## src/rtl/adc_frame_ram_writer.sv

```systemverilog
// adc_frame_ram_writer
//   Receive side of the ADC sample-dump UART link. Hunts for HDR_LEN
//   consecutive HDR_BYTE values. It then writes PAY_LEN payload bytes to a
//   sample RAM at addresses 0..PAY_LEN-1. Finally it checks for a 0x0D 0x0A
//   trailer. A good frame gives a frameDone pulse. A bad trailer or an
//   inter-byte timeout gives a frameErr pulse.
//
// Parameters
//   HDR_BYTE  header byte value
//   HDR_LEN   consecutive header bytes required (1..15)
//   PAY_LEN   payload bytes per frame (1..2**ADDR_W)
//   ADDR_W    RAM address width
//   TIMEOUT   max clk cycles between bytes inside a frame
//
// Ports
//   clk        system clock, rising edge
//   reset_n    asynchronous active-low reset
//   rxEnable   0 holds the parser in IDLE and ignores bytes
//   rxData     byte from the UART receiver
//   rxValid    one-cycle strobe qualifying rxData
//   ramWrAddr  RAM write address (holds between writes)
//   ramWrData  RAM write data (holds between writes)
//   ramWe      RAM write enable, one-cycle pulse
//   frameDone  one-cycle pulse, good frame received
//   frameErr   one-cycle pulse, trailer mismatch or timeout
//   writeBusy  high while in PAY, TR0 or TR1
module adc_frame_ram_writer #(
  parameter logic [7:0] HDR_BYTE = 8'hA0,
  parameter int unsigned HDR_LEN  = 3,
  parameter int unsigned PAY_LEN  = 200,
  parameter int unsigned ADDR_W   = 8,
  parameter int unsigned TIMEOUT  = 100000
) (
  input  logic              clk,
  input  logic              reset_n,
  input  logic              rxEnable,
  input  logic [7:0]        rxData,
  input  logic              rxValid,
  output logic [ADDR_W-1:0] ramWrAddr,
  output logic [7:0]        ramWrData,
  output logic              ramWe,
  output logic              frameDone,
  output logic              frameErr,
  output logic              writeBusy
);

  localparam int unsigned GAP_W = $clog2(TIMEOUT + 1);

  localparam logic [3:0]        HDR_LAST = 4'(HDR_LEN - 1);
  localparam logic [ADDR_W-1:0] PAY_LAST = ADDR_W'(PAY_LEN - 1);
  localparam logic [GAP_W-1:0]  GAP_LAST = GAP_W'(TIMEOUT - 1);

  typedef enum logic [2:0] {
    S_IDLE,
    S_HDR,
    S_PAY,
    S_TR0,
    S_TR1
  } state_e;

  state_e            state_q, state_d;
  logic [3:0]        hdrCnt_q, hdrCnt_d;
  logic [ADDR_W-1:0] payCnt_q, payCnt_d;
  logic [GAP_W-1:0]  gapCnt_q, gapCnt_d;
  logic [ADDR_W-1:0] ramWrAddr_q, ramWrAddr_d;
  logic [7:0]        ramWrData_q, ramWrData_d;
  logic              ramWe_q, ramWe_d;
  logic              frameDone_q, frameDone_d;
  logic              frameErr_q, frameErr_d;
  logic              writeBusy_q, writeBusy_d;

  always_ff @(posedge clk or negedge reset_n) begin
    if (!reset_n) begin
      state_q     <= S_IDLE;
      hdrCnt_q    <= '0;
      payCnt_q    <= '0;
      gapCnt_q    <= '0;
      ramWrAddr_q <= '0;
      ramWrData_q <= '0;
      ramWe_q     <= 1'b0;
      frameDone_q <= 1'b0;
      frameErr_q  <= 1'b0;
      writeBusy_q <= 1'b0;
    end else begin
      state_q     <= state_d;
      hdrCnt_q    <= hdrCnt_d;
      payCnt_q    <= payCnt_d;
      gapCnt_q    <= gapCnt_d;
      ramWrAddr_q <= ramWrAddr_d;
      ramWrData_q <= ramWrData_d;
      ramWe_q     <= ramWe_d;
      frameDone_q <= frameDone_d;
      frameErr_q  <= frameErr_d;
      writeBusy_q <= writeBusy_d;
    end
  end

  always_comb begin
    state_d     = state_q;
    hdrCnt_d    = hdrCnt_q;
    payCnt_d    = payCnt_q;
    gapCnt_d    = gapCnt_q;
    ramWrAddr_d = ramWrAddr_q;
    ramWrData_d = ramWrData_q;
    ramWe_d     = 1'b0;
    frameDone_d = 1'b0;
    frameErr_d  = 1'b0;

    if (!rxEnable) begin
      // Disable is a silent abort: no error pulse, and the RAM is left as it is.
      state_d  = S_IDLE;
      hdrCnt_d = '0;
      payCnt_d = '0;
      gapCnt_d = '0;
    end else if (rxValid) begin
      // A byte in the final gap cycle wins over the timeout.
      gapCnt_d = '0;
      unique case (state_q)
        S_IDLE: begin
          if (rxData == HDR_BYTE) begin
            hdrCnt_d = 4'd1;
            payCnt_d = '0;
            state_d  = (HDR_LEN == 1) ? S_PAY : S_HDR;
          end
        end
        S_HDR: begin
          if (rxData == HDR_BYTE) begin
            if (hdrCnt_q == HDR_LAST) begin
              hdrCnt_d = '0;
              payCnt_d = '0;
              state_d  = S_PAY;
            end else begin
              hdrCnt_d = hdrCnt_q + 4'd1;
            end
          end else begin
            hdrCnt_d = '0;
            state_d  = S_IDLE;
          end
        end
        S_PAY: begin
          ramWe_d     = 1'b1;
          ramWrAddr_d = payCnt_q;
          ramWrData_d = rxData;
          if (payCnt_q == PAY_LAST) begin
            payCnt_d = '0;
            state_d  = S_TR0;
          end else begin
            payCnt_d = payCnt_q + 1'b1;
          end
        end
        S_TR0: begin
          if (rxData == 8'h0D) begin
            state_d = S_TR1;
          end else begin
            frameErr_d = 1'b1;
            state_d    = S_IDLE;
          end
        end
        S_TR1: begin
          if (rxData == 8'h0A) frameDone_d = 1'b1;
          else                 frameErr_d  = 1'b1;
          state_d = S_IDLE;
        end
        default: state_d = S_IDLE;
      endcase
    end else if (state_q != S_IDLE) begin
      if (gapCnt_q == GAP_LAST) begin
        frameErr_d = 1'b1;
        state_d    = S_IDLE;
        hdrCnt_d   = '0;
        payCnt_d   = '0;
        gapCnt_d   = '0;
      end else begin
        gapCnt_d = gapCnt_q + 1'b1;
      end
    end

    writeBusy_d = (state_d == S_PAY) || (state_d == S_TR0) || (state_d == S_TR1);
  end

  assign ramWrAddr = ramWrAddr_q;
  assign ramWrData = ramWrData_q;
  assign ramWe     = ramWe_q;
  assign frameDone = frameDone_q;
  assign frameErr  = frameErr_q;
  assign writeBusy = writeBusy_q;

endmodule
```

## config.mk

```make
export PLATFORM = sky130hd
export DESIGN_NAME = adc_frame_ram_writer
export DESIGN_NICKNAME = d
export VERILOG_FILES = /design/src/rtl/adc_frame_ram_writer.sv
export SDC_FILE = /design/constraint.sdc
export NUM_CORES = 1
export LEC_CHECK = 0
export CORE_MARGIN = 2
export CORE_UTILIZATION = 30
export DETAILED_ROUTE_END_ITERATION = 10
export PLACE_DENSITY = 0.45
export REMOVE_ABC_BUFFERS = 1
export SLEW_MARGIN = 25
export SYNTH_ARGS = -nofsm -noshare
export SYNTH_HDL_FRONTEND = slang
export SYNTH_SLANG_ARGS = --single-unit
```

## constraint.sdc

```tcl
create_clock -name clk -period 4.4 [get_ports clk]
set_input_delay 0.66 -clock clk [delete_from_list [all_inputs] [get_ports clk]]
set_output_delay 0.66 -clock clk [all_outputs]
set_load 0.02 [all_outputs]
```

# ---- Word level (Yosys, flattened, before mapping)
# Cells that the tools add are included.
# W data, S select, Z words.
dict set report op_classes {
  addsub 3
  n_mul 0
  div_mod_pow 0
  magnitude_cmp 0
  n_eq_ne 20
  n_shift 0
  n_mux 45
  bitwise 0
  reduce_logical 7
}
# operator n
set ops {}
lappend ops {{$mux W17} 4}
lappend ops {{$mux W8} 8}
lappend ops {{$mux W4} 7}
lappend ops {{$mux W3} 9}
lappend ops {{$pmux W8 S3} 1}
lappend ops {{$add A17 B1 Y17 const B} 1}
lappend ops {{$eq A17 B17 Y1 const B} 1}
lappend ops {{$eq A8 B4 Y1 const B} 2}
lappend ops {{$eq A8 B8 Y1 const B} 2}
lappend ops {{$mux W1} 13}
lappend ops {{$eq A3 B2 Y1 const B} 4}
lappend ops {{$ne A4 B4 Y1 const B} 3}
lappend ops {{$pmux W3 S4} 1}
lappend ops {{$add A8 B1 Y8 const B} 1}
lappend ops {{$pmux W4 S2} 1}
lappend ops {{$eq A3 B3 Y1 const B} 2}
lappend ops {{$ne A3 B1 Y1 const B} 2}
lappend ops {{$reduce_and A6 Y1} 1}
lappend ops {{$ne A5 B2 Y1 const B} 1}
lappend ops {{$add A4 B1 Y4 const B} 1}
lappend ops {{$eq A4 B2 Y1 const B} 1}
lappend ops {{$ne A4 B2 Y1 const B} 1}
lappend ops {{$reduce_and A4 Y1} 1}
lappend ops {{$eq A3 B1 Y1 const B} 1}
lappend ops {{other kinds (5)} 6}
dict set report word_totals {
  regBits 52
  latchBits 0
  ramBits 0
  rom_bits 0
  out_inout_bits 20
  mem_count 0
}

# ---- Logic depth before layout (Yosys ltp)
dict set report logic_depth {
  word_depth 9
  mapped_depth 8
}

# ---- Least setup slack after synthesis
# OpenSTA, ideal clock, no wires.
dict set report synth_path {
  path_type {input port to flip-flop}
  from {input rxValid}
  to {register hdrCnt_q[0]}
  setup_ns 0.125
  t_arrival_ns 2.093
  required_ns 4.275
  path_slack_ns 2.182
  path_stages 5
  cell_sequence {or4b_4 > or2_1 > a31o_4 > o21ai_4 > mux2_4}
}
dict set report synth_via {
  elab_chain_len 2
}
# item line_no
set synth_rtl {}
lappend synth_rtl {{from (decl)} 38} ;# input logic rxValid,
lappend synth_rtl {{$ne A4 B2 Y1 (no source line), or another cell as far along} -}
lappend synth_rtl {{$reduce_and A4 Y1 (no source line) / $mux W4 (equally long branches)} -}
lappend synth_rtl {{to (signal assigned)} 86} ;# hdrCnt_q <= hdrCnt_d;
lappend synth_rtl {{to (decl)} 62} ;# logic [3:0] hdrCnt_q, hdrCnt_d;
# Parallel ways exist; a longest one is shown, timed or not.
# A chain may end at the register's enable or synchronous reset.

# ---- Final worst setup path
dict set report layout_path {
  from {input rxEnable}
  to {register payCnt_q[7]}
}
dict set report layout_via {
  elab_chain_len 2
}
# item line_no
set layout_rtl {}
lappend layout_rtl {{from (decl)} 36} ;# input logic rxEnable,
lappend layout_rtl {{$ne A5 B2 Y1 (no source line), or another cell as far along} -}
lappend layout_rtl {{$reduce_and A6 Y1 (no source line)} -}
lappend layout_rtl {{to (signal assigned)} 87} ;# payCnt_q <= payCnt_d;
lappend layout_rtl {{to (decl)} 63} ;# logic [ADDR_W-1:0] payCnt_q, payCnt_d;
# Parallel ways exist; a longest one is shown, timed or not.

==> results.py <==
metrics = {
    "critical_path": {
        "cp.arrival_ns": 3.07,
        "path_class": "primary input to register",
        "path_common_cell": "nand2_1",
        "crit_chain": "clkdlybuf4s50_1 > nand2_1 > or3_1 > inv_2 > and2_1 > nand2_1 > a31oi_2",
        "critPathMaxFanout": 20,
        "required_ns": 4.63,
        "critPathCaptureType": "register",
        "cp-start-kind": "primary input",
        "slowest_delay_ns": 0.79,
        "slowest_stage": "or3_1",
    },
    "global_route": {
        "overflow": 0,
        "grt_pass1_vias": 1943,
        "grt_max_degree": 53,
        "grt_usage_pct": 12.87,
        "antenna_found_initial": 0,
        "grt_first_pass_wirelength_mm": 10.02,
    },
    "yosys": {
        "ys_ff_latch": 52,
        "synth-edff-count": 0,
        "ys_seq_area_share_pct": 49.29,
        "synth_cell_types": 56,
        "syn_avg_cell_area_um2": 10.73,
        "ys.flop_type": "dfrtp_1",
        "synthArstFlopShare_pct": 100.0,
        "yosys_warnings": 0,
        "syn_area_um2": 2640,
        "syn_inst": 246,
    },
    "timing": {
        "setup_viol_count_final": 0,
        "max_freq_ghz": 0.3528,
        "rsz0062_at_grt": "no",
        "hold_viol_final": 0,
        "slew_headroom_pct": 44.79,
        "worst_pin_slew_ns": 0.8282,
        "report.final.slew_viol_count": 0,
        "fin_crit_sh_pct": 64.42,
        "fin_skew_ns": 0.004537,
        "period_needed_ns": 2.835,
        "fin_setup_tns_ns": 0,
    },
    "clocking": {
        "hold_buffers": 0,
        "cts_setup_buffers": 0,
        "cts_tree": "yes",
        "htree_levels": 2,
        "cts_max_path_buffers": 2,
        "insertion_delay_ns": 0.30,
        "ctsResizeCount": 0,
        "clock-sinks": 52,
        "clk_pin_slew_ns": 0.09,
        "cts_buffers": 5,
        "clockRootBuffer": "clkbuf_8",
    },
    "floorplan": {
        "rows": 34,
        "die-width_um": 97.81,
        "initial_core_util_pct": 30.57,
        "core_area_um2": 8636,
        "io_pins": 32,
        "die_y_um": 97.81,
        "dieArea_um2": 9567,
    },
    "status": {
        "run_status": "complete, no violations",
    },
    "power": {
        "vdd_ir_drop_max_v": 0.0001166,
        "p_sw_share_pct": 23.46,
        "leakagePower_uw": 0.001313,
        "p_int_uw": 654.9,
        "pwr-share-seq_pct": 57.1,
        "power.switching_uw": 200.7,
        "p_per_area_nw_per_um2": 272.5,
        "combPwrFrac_pct": 8.1,
        "power_uw": 855.6,
        "pwr-share-clk_pct": 34.8,
    },
    "final_layout": {
        "nFillCells": 889,
        "layout.cells.non_filler": 384,
        "diodes": 0,
        "layout-drive-gt1-share_pct": 14.13,
        "seq_area_um2": 1301,
        "nNetsFinal": 292,
        "area_delta_synth_final_pct": 18.91,
        "multi_input_area_um2": 1279,
    },
    "drt": {
        "avgViaCountPerCell": 4.977,
        "route.detailed.drc": 0,
        "drt-total-wl_mm": 5.948,
        "drt-initial-drc-count": 84,
        "dr_total_vias": 1911,
        "ant_nets": 0,
        "wire_per_inst_um": 15.49,
        "dr.pass1.iters": 4,
    },
    "place": {
        "place_inst": 377,
        "dp_hpwl_mm": 4.141,
        "place.port_buffers": 31,
        "gp_congestion": 0.7569,
    },
    "job": {
        "maxCapViolCount": 0,
    },
    "hold_path": {
        "min_path_type": "primary input to async pin",
    },
}
[power by group through the flow]
| stage | Clock [uW] | Combinational [uW] | Sequential, uW |
|---|---|---|---|
| floorplan | 0 | 23.6 | 504 |
| global placement | 0 | 70.2 | 499 |
| detailed placement | 0 | 70.5 | 498 |
| CTS | 313 | 70.7 | 489 |
| global route | 327 | 75.3 | 490 |
| finish | 298 | 69.0 | 489 |
[path summary, 6_finish.rpt]
check | start | end | slack [ns] | cells after the start
worst max-delay path | rxEnable | payCnt_q[7] | 1.57 | 7
worst min-delay path | reset_n | gapCnt_q[2] | 0.47 | 2
worst max register to register | gapCnt_q[0] | hdrCnt_q[0] | 2.09 | 6
worst min register to register | ramWrData[2] | ramWrData[2] | 0.52 | 1
max in group asynchronous | reset_n | ramWrAddr[2] | 3.48 | 2
min in group clk | ramWrData[2] | ramWrData[2] | 0.52 | 1
[registers in the layout (all words and copies together) (netlist names)]
name / count
ramWrAddr: 8
writeBusy: 1
ramWe: 1
frameErr: 1
hdrCnt_q: 4
ramWrData: 8
gapCnt_q: 17
state_q: 3
frameDone: 1
payCnt_q: 8
[cells in the final DEF, fill, tap and decap left out, types with 7 or more instances in the layout]
cell type / instances
nor4_1: 7
clkbuf_8: 7
a21oi_1: 7
xnor2_1: 9
nor2_1: 22
clkdlybuf4s50_1: 30
nand2_1: 23
dfrtp_1: 52
nand3_1: 8
mux2_2: 16
nor3_1: 7
[layout make-up]
type | count | area share (%)
repair buffers | 32 | 9.964
flip-flops and latches | 52 | 41.45
inverters | 4 | 0.4783
clock buffers | 7 | 3.069
multi-input cells | 181 | 40.73
well taps | 108 | 4.305
[synth_stat cells, drive strengths merged (2+ instances only)]
cell type   n  area [um^2]
a21o        2        15.01
nor2       22        82.58
a21oi       8        43.79
inv         4        15.01
nand3b      3        22.52
or3         5        31.28
nor3        8        45.04
nand2      23        86.33
a22o        2        17.52
xnor2       9        78.83
a31oi       5        50.05
nand2b      6        37.54
nand4       2        12.51
clkbuf      5        18.77
nand3       8        40.04
o21ai       8        55.06
dfrtp      52         1301
and2        3        18.77
or4b        3        33.78
and3        4        25.02
ha          4        50.05
a41oi       2        17.52
buf         4        26.27
xor2        4        35.03
o22a        2        17.52
o21a        5        45.04
nor4b       3        26.28
nor4        7        43.79
mux2       17        195.2
[worst max-delay path, delay by kind of cell]
family | cells | cell delay [ns]
AND/OR/NAND/NOR | 4 | 1.47
AO/OA/AOI/OAI | 1 | 0.18
buffers and inverters | 2 | 0.75
[stage by stage]
step | hold WS, ns | setup slack (ns) | util, % | cell area [um^2]
3_5_place_dp | 0.4922 | 1.207 | 35.24 | 3043
5_1_grt | 0.5259 | 1.386 | 36.35 | 3139
6_report | 0.4664 | 1.565 | 36.35 | 3139
4_1_cts | 0.5026 | 1.547 | 36.35 | 3139
3_3_place_gp | 0.4987 | 1.282 | 35.24 | 3043
2_1_floorplan | 0.3644 | 2.142 | - | 2595
[cell families (layout without fill, tap and decap cells)]
family | after synthesis | in the layout | share of synthesized area (%)
AO/OA/AOI/OAI | 43 | 43 | 13.46
XOR/XNOR | 13 | 13 | 4.313
adder cells (fa/ha/maj) | 4 | 4 | 1.896
buffers and inverters | 13 | 43 | 2.275
flip-flops | 52 | 52 | 49.29
multiplexers | 18 | 18 | 7.772
AND/OR/NAND/NOR | 103 | 103 | 21.00
[layer usage]
layer  vias to the layer above  wire, um  track usage (%)  share of wire [%]
li1                        946         -                -                  -
met1                       919      3011            17.88                 51
met2                        38      2556            19.31                 43
met3                         8       273            3.651                4.6
met4                         0       106            4.487                1.8
met5                         -         0                0                  0
(Power assumes the default switching activity.)
